### src/rtl/router_tx_controller.sv
// Waveguide transmit front end: packet FIFO, arbiter request/grant handshake, flit serializer.
// Grant at edge T gives flits in cycles T+1..T+NFLITS and done in T+NFLITS+1; in_ready_o is low while the FIFO is full.

module router_tx_fifo #(
  parameter int WIDTH = 64,
  parameter int DEPTH = 4
) (
  input  logic                       clk_i,
  input  logic                       rst_i,
  input  logic                       push_i,
  input  logic [WIDTH-1:0]           push_dat_i,
  input  logic                       pop_i,
  output logic [WIDTH-1:0]           head_o,
  output logic [$clog2(DEPTH+1)-1:0] count_o,
  output logic                       full_o
);
  localparam int PTR_W = $clog2(DEPTH);
  localparam int CW    = $clog2(DEPTH + 1);
  localparam logic [PTR_W-1:0] LAST_PTR = PTR_W'(DEPTH - 1);

  logic [WIDTH-1:0] mem_q [DEPTH];
  logic [PTR_W-1:0] wr_ptr_q, wr_ptr_d;
  logic [PTR_W-1:0] rd_ptr_q, rd_ptr_d;
  logic [CW-1:0]    count_q, count_d;
  logic             do_push, do_pop;

  assign full_o  = (count_q == CW'(DEPTH));
  assign count_o = count_q;
  assign head_o  = mem_q[rd_ptr_q];
  assign do_push = push_i && !full_o;
  assign do_pop  = pop_i && (count_q != '0);

  always_comb begin
    wr_ptr_d = wr_ptr_q;
    rd_ptr_d = rd_ptr_q;
    count_d  = count_q;
    if (do_push) begin
      wr_ptr_d = (wr_ptr_q == LAST_PTR) ? '0 : wr_ptr_q + PTR_W'(1);
    end
    if (do_pop) begin
      rd_ptr_d = (rd_ptr_q == LAST_PTR) ? '0 : rd_ptr_q + PTR_W'(1);
    end
    case ({do_push, do_pop})
      2'b10:   count_d = count_q + CW'(1);
      2'b01:   count_d = count_q - CW'(1);
      default: count_d = count_q;
    endcase
  end

  always_ff @(posedge clk_i) begin
    if (rst_i) begin
      wr_ptr_q <= '0;
      rd_ptr_q <= '0;
      count_q  <= '0;
    end else begin
      wr_ptr_q <= wr_ptr_d;
      rd_ptr_q <= rd_ptr_d;
      count_q  <= count_d;
    end
  end

  // Storage needs no reset; only the pointers define validity.
  always_ff @(posedge clk_i) begin
    if (do_push) begin
      mem_q[wr_ptr_q] <= push_dat_i;
    end
  end
endmodule

module router_tx_controller #(
  parameter int PKT_WIDTH  = 64,
  parameter int FLIT_WIDTH = 16,
  parameter int FIFO_DEPTH = 4,
  parameter int CNT_WIDTH  = 16
) (
  input  logic                            clk_i,
  input  logic                            rst_i,
  input  logic                            in_valid_i,
  input  logic [PKT_WIDTH-1:0]            in_data_i,
  output logic                            in_ready_o,
  output logic                            request_o,
  input  logic                            grant_i,
  output logic                            done_o,
  output logic                            tx_valid_o,
  output logic [FLIT_WIDTH-1:0]           tx_data_o,
  output logic                            tx_last_o,
  output logic [CNT_WIDTH-1:0]            pkts_sent_o,
  output logic [$clog2(FIFO_DEPTH+1)-1:0] fifo_count_o
);
  localparam int NFLITS = PKT_WIDTH / FLIT_WIDTH;
  localparam int IDX_W  = (NFLITS > 1) ? $clog2(NFLITS) : 1;
  localparam logic [IDX_W-1:0] LAST_IDX = IDX_W'(NFLITS - 1);

  typedef enum logic [1:0] {
    IDLE = 2'd0,
    SEND = 2'd1,
    DONE = 2'd2
  } state_t;

  state_t                              state_q, state_d;
  logic [IDX_W-1:0]                    idx_q, idx_d;
  logic [CNT_WIDTH-1:0]                pkts_q, pkts_d;
  logic                                fifo_full;
  logic                                fifo_pop;
  logic [PKT_WIDTH-1:0]                head;
  logic [NFLITS-1:0][FLIT_WIDTH-1:0]   head_flits;

  assign in_ready_o  = !fifo_full;
  assign pkts_sent_o = pkts_q;
  assign head_flits  = head;

  router_tx_fifo #(
    .WIDTH (PKT_WIDTH),
    .DEPTH (FIFO_DEPTH)
  ) u_fifo (
    .clk_i      (clk_i),
    .rst_i      (rst_i),
    .push_i     (in_valid_i && in_ready_o),
    .push_dat_i (in_data_i),
    .pop_i      (fifo_pop),
    .head_o     (head),
    .count_o    (fifo_count_o),
    .full_o     (fifo_full)
  );

  always_comb begin
    state_d    = state_q;
    idx_d      = idx_q;
    pkts_d     = pkts_q;
    fifo_pop   = 1'b0;
    request_o  = 1'b0;
    done_o     = 1'b0;
    tx_valid_o = 1'b0;
    tx_data_o  = '0;
    tx_last_o  = 1'b0;
    case (state_q)
      IDLE: begin
        // Grant is only honoured while we are actually requesting.
        request_o = (fifo_count_o != '0);
        if (request_o && grant_i) begin
          state_d = SEND;
          idx_d   = '0;
        end
      end
      SEND: begin
        tx_valid_o = 1'b1;
        tx_data_o  = head_flits[idx_q];
        tx_last_o  = (idx_q == LAST_IDX);
        if (idx_q == LAST_IDX) begin
          state_d = DONE;
        end else begin
          idx_d = idx_q + IDX_W'(1);
        end
      end
      DONE: begin
        done_o   = 1'b1;
        fifo_pop = 1'b1;
        pkts_d   = pkts_q + CNT_WIDTH'(1);
        state_d  = IDLE;
      end
      default: state_d = IDLE;
    endcase
  end

  always_ff @(posedge clk_i) begin
    if (rst_i) begin
      state_q <= IDLE;
      idx_q   <= '0;
      pkts_q  <= '0;
    end else begin
      state_q <= state_d;
      idx_q   <= idx_d;
      pkts_q  <= pkts_d;
    end
  end
endmodule

### config.mk
export PLATFORM = sky130hd
export DESIGN_NAME = router_tx_controller
export DESIGN_NICKNAME = d
export VERILOG_FILES = /design/src/rtl/router_tx_controller.sv
export SDC_FILE = /design/constraint.sdc
export NUM_CORES = 1
export LEC_CHECK = 0
export BUFFER_PORTS_ARGS = -buffer_cell sky130_fd_sc_hd__buf_2
export CORE_MARGIN = 10
export CORE_UTILIZATION = 40
export CTS_BUF_LIST = sky130_fd_sc_hd__clkbuf_4 sky130_fd_sc_hd__clkbuf_8
export CTS_CLUSTER_DIAMETER = 60
export CTS_CLUSTER_SIZE = 20
export DETAILED_ROUTE_END_ITERATION = 12
export GPL_TIMING_DRIVEN = 0
export PLACE_DENSITY = 0.57
export SLEW_MARGIN = 20
export SYNTH_ARGS = -nofsm -noshare
export SYNTH_HDL_FRONTEND = slang
export SYNTH_SLANG_ARGS = --single-unit
### constraint.sdc
create_clock -name clk_i -period 3.8 [get_ports clk_i]
set_input_delay 0.76 -clock clk_i [delete_from_list [all_inputs] [get_ports clk_i]]
set_output_delay 0.76 -clock clk_i [all_outputs]
set_load 0.05 [all_outputs]
=== After elaboration in Yosys (flattened, before gate mapping) ===
Memories as Yosys holds them, arrays and structs flattened. A register that Yosys moved wholly into a read port is not among the register bits.
Index checks and enable logic that the tools add are counted.

* Register bits: 27
* Bits in writable memories: 256
* Memories: 1
* Input port bits: 68
* Output and inout bits: 40
* Logic and storage cells: 56

{| class="wikitable"
|+ Memory list
! name !! depth !! bits a word !! rd ports !! clocked after memory_dff !! write ports !! line !! source
|-
| u_fifo.mem_q || 4 || 64 || 1 || 1 || 1 || 21 || <nowiki>logic [WIDTH-1:0] mem_q [DEPTH];</nowiki>
|}

* Muxes and demuxes: 20
* Magnitude comparators: 1
* Eq/ne operators: 11
* Reductions and logical operators: 11
* $add $sub $neg: 6

{| class="wikitable"
|+ Operators by type and width
! cell !! number
|-
| binary-select mux 16 bit (select 2 bit) || 1
|-
| 2-to-1 mux 16 bit || 2
|-
| adder 16 x 1 -> 16 bit (second input constant) || 1
|-
| 2-to-1 mux 2 bit || 8
|-
| equality test 2 bit (second input constant) || 5
|-
| one-hot mux 2 bit (2 select lines) || 2
|-
| adder 2 x 1 -> 2 bit (second input constant) || 3
|-
| 2-to-1 mux 1 bit || 6
|-
| != test 2 bit (second input constant) || 3
|-
| one-hot mux 3 bit (2 select lines) || 1
|-
| equality test 2 x 1 -> 1 bit (second input constant) || 2
|-
| logical AND 1 bit || 4
|-
| nonzero test 2 bit || 2
|-
| adder 3 x 1 -> 3 bit (second input constant) || 1
|-
| equality test 3 bit (second input constant) || 1
|-
| less-than comparator 2 x 3 -> 1 bit (second input constant) || 1
|-
| AND reduction 3 bit || 1
|-
| nonzero test 3 bit || 1
|-
| subtractor 3 x 1 -> 3 bit (second input constant) || 1
|-
| logical NOT 2 bit || 1
|-
| AND reduction 2 bit || 1
|-
| logical NOT 1 bit || 1
|}

=== Depth between registers and ports, before layout ===
Gate-level depths: netlist of the first run.

* Word-level depth: 6
* Mapped depth: 9
* Gate-level depth less buffers: 8

=== Modules after synthesis ===
A second synthesis of the first run with hierarchy kept.

* Cells, all modules: 530
* Area, all modules: 11128.2 µm²

{| class="wikitable"
|+ Modules (own cells, without submodules)
! module !! sequential area each (µm²) !! cells each !! instances !! area each (µm²)
|-
| router_tx_fifo || 7867.5 || 387 || 1 || 9733.1
|-
| router_tx_controller || 400.4 || 143 || 1 || 1395.1
|}

=== Least setup slack after synthesis of the first run ===
No wires, ideal clock.

* Path type: reg2out
* Start point: register state_q[0]
* End point: output port tx_data_o[10]
* Required time: 3.040 ns
* Path buffers: 2
* Arrival: 2.902 ns
* Path slack: 0.138 ns
* Stages on the path, launching flop included: 6
* Cell sequence: dfxtp_1 -> nor2b_1 -> nand2b_1 -> buf_1 -> clkbuf_1 -> o31ai_1

* Cells in the longest elaborated chain, start to end: 2

{| class="wikitable"
|+ Ends and longest elaborated chain
! element !! line !! source
|-
| start, declared || 100 || <nowiki>state_t state_q, state_d;</nowiki>
|-
| start signal, assigned || 171 || <nowiki>state_q <= state_d;</nowiki>
|-
| equality test 2 x 1 -> 1 bit || 136 || <nowiki>case (state_q)</nowiki>
|-
| 2-to-1 mux 16 bit || 136 ||
|-
| end, declared || 85 || <nowiki>output logic [FLIT_WIDTH-1:0] tx_data_o,</nowiki>
|}

No other way between the ends.

==> flow_metrics.tcl, run 1 <==
set metrics [dict create \
    synth_edf_count 256 \
    drtAntennaViolNets 0 \
    setup.worst_path.start_class "register" \
    ys_async_sr_fraction_pct 0 \
    drt_pre_antenna_iters 5 \
    slew_headroom_pct 51.6 \
    die_w_um 188 \
    final_cells 1193 \
    routed_wirelength_um 25700 \
    clk_path_buf_depth 3 \
    drive_above_1_share_pct 24.5 \
    path_clk_slew_ns 0.11 \
    ir_drop_mv 0.291 \
    die_y_um 188 \
    cpPeakStageDelay_ns 0.52 \
    core_area_um2 27700 \
    p_leak_nw 4.27 \
    status "complete, no violations" \
    synthCells 655 \
    ys_warn_count 0 \
    max_freq_ghz 0.273 \
    drt-vias-per-instance 5.13 \
    powerDensity_nw_per_um2 455 \
    num_rows 61 \
    synth.cell_area_um2 11200 \
    rsz0062_at_grt "false" \
    area.growth.synth_to_final_pct 15.1 \
    cpMostUsedCell "clkbuf_1" \
    tightestPinTransition_ns 0.725 \
    fin_crit_ns 3.66 \
    crit_slowest_cell "clkbuf_1" \
    drt_iter0_markers 478 \
    grt-ovfl-total 0 \
    cts_tree "yes" \
    routabilityCongestion 0.795 \
    worstHoldPathType "in -> reg" \
    post-dp-hpwl_um 16800 \
    cts.root.buffer_cell "clkbuf_8" \
    ys_seq_area_share_pct 73.6 \
    path_class "reg -> out" \
    hold_viol_final 0 \
    io_pins 108 \
    track_usage_pct 14.2 \
    drv_cap 0 \
    timing.hold.ws_ns 0.386 \
    grt_pass1_wl_um 38900 \
    ys_ff_latch 285 \
    num_vias 6117 \
    synthFlopType "edfxtp_1" \
    htreeDepth 1 \
    place_inst 1143 \
    worstSkewPairLatency_ns 0.58 \
    drc 0 \
    finalSetupViolCount 0 \
    yosysUniqueCellTypes 38 \
    worstPathCellList "clkbuf_2 -> nor2b_1 -> clkbuf_1 -> clkbuf_1 -> a22oi_1 -> nand3_1 -> o31ai_1 -> buf_4" \
    grt_pass1_vias 6372 \
    worstPathArrival_ns 2.90 \
    final_nets 868 \
    ctsHoldBuffers 0 \
    finClkSkew_ns 0.0229 \
    worstSetupEndpointType "output port" \
    slew_viol_final 0 \
    fin_crit_sh_pct 96.3 \
    avgSynthCellArea_um2 17.1 \
    die_area_um2 35200 \
    syn_nets 732 \
    cp_max_fo 10 \
    detail_route.wl_per_cell_um 21.5 \
    cts_buffers 24 \
    start_util_pct 40.5 \
    io_buffers 106 \
    cts_sinks 285 \
    worst_ep_required_time_ns 3.04 \
    antenna_found_initial 6 \
    grt_max_degree 38 \
]
==> final cells by class <==
| class | count | area (um^2) |
|---|---|---|
| repair buffers | 110 | 621 |
| inverters | 7 | 26.3 |
| fillers | 2422 | 14800 |
| multi-input cells | 325 | 2780 |
| well taps | 378 | 473 |
| diodes | 6 | 15.0 |
| plain buffers | 38 | 188 |
| clock inverters | 19 | 208 |
| flip-flops and latches | 285 | 8270 |
| clock buffers | 25 | 338 |
==> worst paths after layout <==
kind | cells past startpoint | to | slack, ns | startpoint
max | 8 | tx_data_o[1] | 0.14 | register
min | 1 | u_fifo.mem_q[2][53]$_DFFE_PP_ | 0.39 | in_data_i[53]
max reg2reg | 9 | u_fifo.count_o[2]$_SDFFE_PP0P_ | 1.11 | state_q[1]$_SDFFE_PP0P_
min reg2reg | 2 | pkts_sent_o[15]$_SDFFE_PP0P_ | 0.52 | pkts_sent_o[15]$_SDFFE_PP0P_
==> layout by cell type (no fill, tap or decap), types with 7 or more instances in the layout <==
master,count
a21oi_1,9
a22o_1,11
a22oi_1,37
buf_2,115
buf_4,8
clkbuf_1,14
clkbuf_8,24
dfxtp_1,29
edfxtp_1,256
ha_1,8
inv_1,7
inv_6,7
mux2i_1,99
mux4_2,16
nand2_1,14
nand3_1,16
nor2_1,19
nor2b_1,19
o21ai_0,7
o31ai_1,10
xor2_1,11
==> synth_stat cells, types with 2 or more instances <==
library cell | n | share of area, %
ha_1 | 8 | 0.89
nor2b_1 | 19 | 1.1
buf_1 | 3 | 0.10
nor3_1 | 3 | 0.13
a22oi_1 | 37 | 2.5
buf_4 | 7 | 0.47
or3_1 | 6 | 0.33
and3_1 | 6 | 0.33
xor2_1 | 11 | 0.86
clkbuf_1 | 19 | 0.64
buf_2 | 9 | 0.40
a21oi_1 | 9 | 0.40
or4_1 | 2 | 0.13
nand2_1 | 14 | 0.47
o31ai_1 | 12 | 0.80
nor2_1 | 19 | 0.64
mux4_2 | 16 | 3.2
nand4_1 | 6 | 0.33
mux2i_1 | 99 | 8.8
and2_1 | 3 | 0.17
inv_1 | 7 | 0.23
dfxtp_1 | 29 | 5.2
o211ai_1 | 2 | 0.13
edfxtp_1 | 256 | 68
a22o_1 | 11 | 0.86
nand2b_1 | 5 | 0.28
o21ai_1 | 5 | 0.22
o21ai_0 | 7 | 0.31
nand3_1 | 16 | 0.71
==> cell families after synthesis <==
group                      after synthesis  share of synthesized area, %
DFF                                    285                          73.6
muxes                                  116                          12.1
and+or+nand+nor                        104                          5.10
AOI/OAI and AO/OA                       84                          5.28
buffers and inverters                   45                          1.84
xor gates and xnor gates                12                         0.936
adders and majority gates                9                          1.07
==> registers in the layout (all words and copies together) (netlist names), named ones only <==
signal,cells
u_fifo.rd_ptr_q,2
idx_q,2
state_q,2
u_fifo.mem_q,256
u_fifo.wr_ptr_q,2
u_fifo.count_o,3
pkts_sent_o,16
==> critical path: cells and delay by family (launching register included) <==
| family | cells | cell delay, ns |
|---|---|---|
| buf+inv | 4 | 1.30 |
| simple gates | 2 | 0.38 |
| flops | 1 | 0.33 |
| compound gates | 2 | 0.33 |
==> routing by layer <==
metal  routed length [um]  GRT usage, %  vias up  share of wire [%]
li1                     -             -     2856                  -
met1                10800          17.9     3062                 42
met2                12800          24.3      161                 50
met3                 1620          3.47       36                6.3
met4                  431          2.89        2                1.7
met5                   13             0        -              0.051
==> per-stage QoR <==
| stage | power, mW | cell area [um^2] | TNS [ns] | worst slack, ns | utilization, % |
|---|---|---|---|---|---|
| after detailed placement | 4.07 | 12300 | 0 | 0.389 | 44.5 |
| after global routing | 6.12 | 12900 | 0 | 0.0204 | 46.6 |
| after floorplan | 3.89 | 11200 | 0 | 0.138 | - |
| final | 5.88 | 12900 | 0 | 0.142 | 46.6 |
| after CTS | 5.94 | 12900 | 0 | 0.0638 | 46.5 |
| after global placement | 4.05 | 12200 | -70.01 | -0.318 | 44.1 |
==> repair_timing <==
action,in CTS,in global routing
setup buffers,0,0
resized for setup,4,8
setup endpoints to repair,11,6
==> report_power, final <==
part | internal (mW) | switching (mW)
registers | 3.54 | 0.0314
logic | 0.134 | 0.289
clock network | 0.755 | 1.13
total | 4.43 | 1.45
(Power assumes the default switching activity.)
==> run 2, diff against run 1 <==
Settings changed: CORE_MARGIN 10 to default.
==> run 2 against run 1 <==
Power decreased by 3.9%. Global-route usage increased by 3.1 points. Utilization increased by 0.32 points. Sequential cell count unchanged. Clock skew increased by 0.0018 ns. First-iteration DRC count decreased by 7.7%. Critical endpoint is now tx_data_o[10]. Largest power group unchanged.
==> flow_metrics.tcl, run 2 (synthesis results as in run 1) <==
set metrics [dict create \
    p_leak_nw 4.21 \
    powerDensity_nw_per_um2 441 \
    final_cells 1178 \
    status "complete, no violations" \
    final_common_cell "edfxtp_1" \
    drt-vias-per-instance 5.23 \
    timing.hold.ws_ns 0.413 \
    grt-ovfl-total 0 \
    die_w_um 170 \
    slew_viol_final 0 \
    grt_max_degree 41 \
    multi_input_area_um2 2770 \
    routed_wirelength_um 24700 \
    p_seq_share_pct 63.2 \
    detail_route.wl_per_cell_um 20.9 \
    clk_path_buf_depth 3 \
    track_usage_pct 17.3 \
    final_cell_mix "edfxtp_1 (256), buf_2 (116), mux2i_1 (99)" \
    p_comb_share_pct 7.4 \
    fin_crit_ns 3.65 \
    ff_latch_area_um2 8270 \
    drtAntennaViolNets 0 \
    die_area_um2 28700 \
    antenna_found_initial 3 \
    switching_share_pct 23.9 \
    slew_headroom_pct 51.7 \
    htreeDepth 1 \
    grt_pass1_vias 6271 \
    final_area_um2 12800 \
    cts.root.buffer_cell "clkbuf_8" \
    start_util_pct 41.2 \
    ctsHoldBuffers 0 \
    final_nets 865 \
    postLayoutCoreUtil_pct 47.0 \
    worstSetupEndpointType "output port" \
    worst_ep_required_time_ns 3.04 \
    routabilityCongestion 0.795 \
    drive_above_1_share_pct 23.3 \
    setup.worst_path.start_class "register" \
    rsz0062_at_grt "true" \
    tightestPinTransition_ns 0.725 \
    drv_cap 0 \
    fill_cells 2357 \
    place_inst 1137 \
    cts_buffers 22 \
    die_y_um 170 \
    post-dp-hpwl_um 16000 \
    cts_setup_buffers 0 \
    largest_register "u_fifo.mem_q" \
    finClkSkew_ns 0.0247 \
    grt_pass1_wl_um 37100 \
    cts_sinks 285 \
    drc 0 \
    hold_viol_final 0 \
    num_vias 6166 \
    intPower_mw 4.30 \
    num_rows 60 \
    path_clk_slew_ns 0.12 \
    worstHoldPathType "in -> reg" \
    p_sw_mw 1.35 \
    dpl-instance-area_um2 12300 \
    cts_tree "yes" \
    cp_max_fo 10 \
    area.growth.synth_to_final_pct 14.0 \
    fin_crit_sh_pct 96.0 \
    drt_pre_antenna_iters 4 \
    max_freq_ghz 0.274 \
    worstSkewPairLatency_ns 0.55 \
    ir_drop_mv 0.217 \
    drt_iter0_markers 441 \
    finalSetupViolCount 0 \
    path_class "reg -> out" \
    worstPathArrival_ns 2.89 \
    io_pins 108 \
    pwr-share-clk_pct 29.4 \
    io_buffers 106 \
    core_area_um2 27300 \
    largest_reg_flops 256 \
    p_total_mw 5.65 \
]
## run 2: final cells by class
class,count,area share [%]
well taps,372,3.64
plain buffers,37,1.42
diodes,4,0.0782
inverters,7,0.205
flip-flops and latches,285,64.6
clock inverters,14,0.939
repair buffers,110,4.89
clock buffers,24,2.53
multi-input cells,325,21.7
## run 2: final timing paths
check / from / endpoint / slack, ns / cells past startpoint
worst max-delay path: register / tx_data_o[10] / 0.15 / 9
worst min-delay path: in_data_i[6] / u_fifo.mem_q[3][6]$_DFFE_PP_ / 0.41 / 1
worst max register to register: state_q[1]$_SDFFE_PP0P_ / u_fifo.count_o[2]$_SDFFE_PP0P_ / 1.08 / 9
worst min register to register: pkts_sent_o[15]$_SDFFE_PP0P_ / pkts_sent_o[15]$_SDFFE_PP0P_ / 0.51 / 2
## run 2: through the flow
| stage | setup TNS [ns] | worst slack (ns) |
|---|---|---|
| final | 0 | 0.154 |
| after global routing | -0.170 | -0.0621 |
| after CTS | 0 | 0.0727 |
| after detailed placement | 0 | 0.427 |
| after global placement | -65.88 | -0.283 |
| after floorplan | 0 | 0.138 |
## run 2: worst max-delay path, cell delays in order (launching register included)
cell and delay (ns):
dfxtp_1 0.32, buf_2 0.15, buf_4 0.23, buf_4 0.26, buf_4 0.30, mux2i_1 0.11, a22oi_1 0.31, nand3_1 0.14
o31ai_1 0.14, buf_2 0.35
## run 2: what timing repair did
item	CTS	global route
gates cloned	0	0
setup endpoints to repair	12	9
resized for setup	3	2
## run 2: power groups by stage
| stage | clock network, mW | registers [mW] | logic [mW] |
|---|---|---|---|
| floorplan | 0 | 3.65 | 0.240 |
| global placement | 0 | 3.65 | 0.399 |
| detailed placement | 0 | 3.64 | 0.426 |
| CTS | 1.71 | 3.57 | 0.427 |
| global route | 1.83 | 3.58 | 0.456 |
| finish | 1.66 | 3.57 | 0.420 |
## run 2: metal layers
layer	track usage, %	up-vias	part of all wire [%]
li1	-	2843	-
met1	22.7	3096	42
met2	29.9	192	50
met3	3.50	31	6.6
met4	2.86	4	1.2
met5	0	-	0.081
